File: config.mk
export PLATFORM = sky130hd
export DESIGN_NAME = adsr_envelope
export DESIGN_NICKNAME = d
export VERILOG_FILES = /design/src/rtl/adsr_envelope.sv
export SDC_FILE = /design/constraint.sdc
export NUM_CORES = 1
export LEC_CHECK = 0
export ABC_CLOCK_PERIOD_IN_PS = 15600
export BUFFER_PORTS_ARGS = -buffer_cell sky130_fd_sc_hd__buf_4
export CORE_ASPECT_RATIO = 1.1
export CORE_UTILIZATION = 50
export DETAILED_ROUTE_END_ITERATION = 16
export PLACE_DENSITY = 0.69
export SYNTH_ARGS = -nofsm -noshare
export SYNTH_HDL_FRONTEND = slang
export SYNTH_SLANG_ARGS = --single-unit
export TNS_END_PERCENT = 100
File: constraint.sdc
create_clock -name clk48m -period 15.6 [get_ports clk48m]
set_clock_uncertainty 0.15 [all_clocks]
set_input_delay 3.12 -clock clk48m [delete_from_list [all_inputs] [get_ports clk48m]]
set_output_delay 3.12 -clock clk48m [all_outputs]
set_load 0.01 [all_outputs]
File: src/rtl/adsr_envelope.sv
// adsr_envelope: ADSR amplitude envelope applied to a signed 16-bit sample, level advanced on a prescaled tick.
// Define ADSR_ENVELOPE_EXP_RELEASE_EN for an exponential-like release tail with a linear floor.
module adsr_envelope #(
    parameter int unsigned TICK_DIV = 4800
) (
    input  logic               clk48m,
    input  logic               rst_n,
    input  logic               gate,
    input  logic        [15:0] attack_step,
    input  logic        [15:0] decay_step,
    input  logic        [15:0] sustain_level,
    input  logic        [15:0] release_step,
    input  logic signed [15:0] signal_in,
    output logic signed [15:0] signal_out,
    output logic        [15:0] level,
    output logic               busy
);
    typedef enum logic [2:0] {IDLE, ATTACK, DECAY, SUSTAIN, RELEASE} state_e;

    localparam logic [15:0] LAST = 16'(TICK_DIV - 1);

    state_e             state_q, state_d, edge_state;
    logic        [15:0] presc_q, presc_d, level_q, level_d, rel_dec;
    logic               gate_q, busy_q, busy_d, tick, rise, fall;
    logic signed [15:0] out_q, out_d;
    logic        [16:0] att_sum, dec_thr;
    logic signed [32:0] prod;

    assign tick    = presc_q == LAST;
    assign presc_d = tick ? 16'd0 : presc_q + 16'd1;
    assign rise    = gate & ~gate_q;
    assign fall    = ~gate & gate_q;
    assign att_sum = {1'b0, level_q} + {1'b0, attack_step};
    assign dec_thr = {1'b0, sustain_level} + {1'b0, decay_step};
`ifdef ADSR_ENVELOPE_EXP_RELEASE_EN
    assign rel_dec = (level_q >> 4) > release_step ? level_q >> 4 : release_step;
`else
    assign rel_dec = release_step;
`endif

    always_ff @(posedge clk48m or negedge rst_n) begin
        if (!rst_n) begin
            state_q <= IDLE;
            level_q <= '0;
            presc_q <= '0;
            gate_q  <= 1'b0;
            busy_q  <= 1'b0;
            out_q   <= '0;
        end else begin
            state_q <= state_d;
            level_q <= level_d;
            presc_q <= presc_d;
            gate_q  <= gate;
            busy_q  <= busy_d;
            out_q   <= out_d;
        end
    end

    // Gate edges override the current state first; the tick then follows the resulting state's rule.
    always_comb begin
        edge_state = state_q;
        if (rise && (state_q == IDLE || state_q == RELEASE))
            edge_state = ATTACK;
        else if (fall && (state_q == ATTACK || state_q == DECAY || state_q == SUSTAIN))
            edge_state = RELEASE;
        state_d = edge_state;
        level_d = level_q;
        if (tick) begin
            case (edge_state)
                ATTACK: begin
                    level_d = att_sum >= 17'd65535 ? 16'hFFFF : att_sum[15:0];
                    state_d = att_sum >= 17'd65535 ? DECAY : ATTACK;
                end
                DECAY: begin
                    level_d = {1'b0, level_q} <= dec_thr ? sustain_level : level_q - decay_step;
                    state_d = {1'b0, level_q} <= dec_thr ? SUSTAIN : DECAY;
                end
                SUSTAIN: level_d = sustain_level;
                RELEASE: begin
                    level_d = level_q <= rel_dec ? 16'd0 : level_q - rel_dec;
                    state_d = level_q <= rel_dec ? IDLE : RELEASE;
                end
                default: level_d = '0;
            endcase
        end
    end

    // Gain is at most 65535/65536, so the floored upper half never overflows.
    always_comb begin
        prod   = $signed(signal_in) * $signed({1'b0, level_q});
        out_d  = prod[31:16];
        busy_d = state_d != IDLE;
    end

    assign signal_out = out_q;
    assign level      = level_q;
    assign busy       = busy_q;
endmodule

==> results.yml <==
outcome:
  outcome: "finished, final reports clean"
detailed_routing:
  wirelength_um: 40330
  wl_met3_um: 2881
  drc: 0
  vias_per_cell: 5.708
  wl_met1_um: 16920
  wl_met2_um: 18970
  topRoutingLayerUsed: "met4"
  num_vias: 12022
  wl_per_cell_um: 19.15
  drt_first_pass_iters: 5
  drt_iter0_markers: 765
  drtAntennaViolNets: 0
setup_path:
  critPathTopFamily: "adder cells"
  crit_path_start_kind: "primary input"
  cp.arrival_ps: 8690
  end_kind: "flop"
  required_ps: 15670
  setup.worst_path.class: "in2reg"
  reg2regPathDepth: 22
  slowest_stage: "fa_1"
  r2r-end: "signal_out[15]"
  cp_num_buf_inv: 6
  reg2reg_slack_ps: 9080
  r2r_start: "level[6]"
  path_cells: "buf_4 > nand2_1 > fa_1 > inv_1 > fa_1 > inv_1 > fa_1 > inv_1 > fa_1 > fa_1 > inv_1 > fa_1 > inv_1 > ha_1 > nand2_1 > o21ai_0 > nor3_1 > o21a_1 > nor2_1 > a211o_1 > nand3_1 > and3_1 > a311oi_1"
  critPathMaxFanout: 16
  cpPeakStageDelay_ps: 580
  crit_top_cell: "fa_1"
floorplanning:
  die_y_um: 177.9
  start_util_pct: 50.76
  die_w_um: 161.9
  dieArea_um2: 28800
  ios: 116
  rows: 64
  core-area_um2: 27710
sta:
  setup_ws_ps: 6973
  holdWs_ps: 330.7
  setup_tns_ps: 0
  setup_viol: 0
  slew_violations: 0
  max_slew_margin_pct: 33.36
  rsz0062_at_grt: "false"
  min_period_ps: 8627
  tightestPinTransition_ps: 990.5
  finalHoldViolCount: 0
  finalCritPeriodShare_pct: 55.30
  clock.fmax_mhz: 115.9
power_and_ir_drop:
  ir_drop_mv: 0.2039
  p_total_mw: 2.481
  powerDensity_nw_per_um2: 160.3
  power_leakage_nw: 7.915
yosys:
  ys_types: 68
  synth_area_per_cell_um2: 8.513
  seq_area_frac_synth_pct: 9.431
  synth_fp_nets: 2126
  syn_inst: 1652
  ys_ff_latch: 53
  async_flop_share_pct: 100.0
  yosysWarnings: 0
  synth_ff_type: "dfrtp_1"
  netlist_area_um2: 14060
  synth_edf_count: 0
global_routing:
  antenna_found_initial: 0
  grt_max_degree: 54
  grt_pass1_vias: 12298
  track_usage_pct: 29.28
  grt_pass1_wl_um: 64520
  grt-ovfl-total: 0
hold_path:
  whs_path_depth: 1
  worstHoldEndpoint: "presc_q[15]"
  worstHoldPathType: "reg2reg"
  hold_start: "presc_q[15]"
final_layout:
  area_delta_synth_final_pct: 10.03
  drive_gt1_share_pct: 9.070
  fin_nets: 2215
  finalNonFillerCells: 2106
  final_cell_area_um2: 15470
  final_core_util_pct: 55.85
clock_network:
  clk_pin_slew_ps: 80
  cts_hold_buffers: 0
  postCtsSetupBuffers: 0
  cts_resized: 0
  h-tree-depth: 2
  root_buffer: "clkbuf_16"
  clock_latency_ps: 320
  cts_tree: "done"
  cts_buffers: 5
  clock_tree.buffer_depth: 2
  clock_sinks: 53
place:
  routabilityCongestion: 0.9920
  port_buffers: 115
  placed_cells: 2097
  hpwlAfterDp_um: 32640
  placed_cell_area_um2: 15320
  pre_cts_ws_ps: 6660
run:
  maxCapViolations: 0
## worst reg2reg max path, delay by kind of cell (launching register included)
kind / cells / cell delay [ps]
AOI/OAI and AO/OA: 4 / 920
adders and majority gates: 7 / 3270
buffers and inverters: 5 / 240
DFF: 1 / 870
and+or+nand+nor: 6 / 970
## worst max path at each step
stage,start,to,slack (ps),cells past startpoint
after floorplan,signal_in[1],signal_out[10],7180,20
after global routing,signal_in[7],signal_out[15],6700,23
after CTS,signal_in[7],signal_out[15],6980,23
final,signal_in[7],signal_out[15],6970,23
after detailed placement,signal_in[7],signal_out[15],6660,23
after global placement,signal_in[7],signal_out[15],6810,22
## cell usage after synthesis, types with 36 or more instances
cell / n / area share [%]
o21ai_0: 51 / 1.8
ha_1: 194 / 17
fa_1: 197 / 28
a21oi_1: 60 / 2.1
nor2_1: 84 / 2.2
dfrtp_1: 53 / 9.4
xnor2_1: 43 / 2.7
clkbuf_1: 49 / 1.3
inv_1: 271 / 7.2
xor2_1: 36 / 2.2
and2_1: 119 / 5.3
nand2_1: 189 / 5.0
## routing by layer
layer  up-vias  track usage [%]
met5         -                0
met4         0            11.44
met3        95            4.510
met2       466            49.43
met1      5873            37.55
li1       5588                -
## cell usage in the layout, fill, tap and decap left out, drive strengths merged, types with 7 or more instances in the layout
master	n
a21o	22
a211o	8
o31ai	9
o21a	15
or3	11
a211oi	17
o21ai	53
o21bai	9
nor3	29
a22oi	7
nand3	29
nor4	7
nand2b	14
fa	197
inv	273
or2	9
buf	131
xor2	36
a21oi	60
o22ai	7
xnor2	43
dfrtp	53
ha	194
and2	119
nand2	189
nor2	84
a31oi	7
nor2b	10
nand4	10
and3	20
## sequential cells by signal, summed over array words and instances, names as in the netlist
register    flops
level          16
presc_q        16
signal_out     16
state_q         3
busy            1
gate_q          1
## power by group
part,switching [mW],total (mW),internal [mW]
Combinational,1.21,2.16,0.944
Sequential,0.00593,0.199,0.193
Clock,0.0648,0.127,0.0620
Total,1.28,2.48,1.20
## cell families after synthesis
family	Yosys count	share of synthesized area, %
AOI/OAI and AO/OA	261	12.37
muxes	5	0.3737
adders and majority gates	391	45.30
DFF	53	9.431
and+or+nand+nor	543	19.07
xor gates and xnor gates	79	4.920
buffers and inverters	320	8.541
## cell type report
cell class	count	area (um^2)
fill	2637	12230
multi-input combinational	1279	11540
sequential	53	1326
inverter	271	1017
timing repair buffer	131	983.4
tap	363	454.2
clock buffer	5	125.1
clock inverter	3	28.78
antenna	1	2.502
No activity file was read; power rests on OpenSTA's default activity.
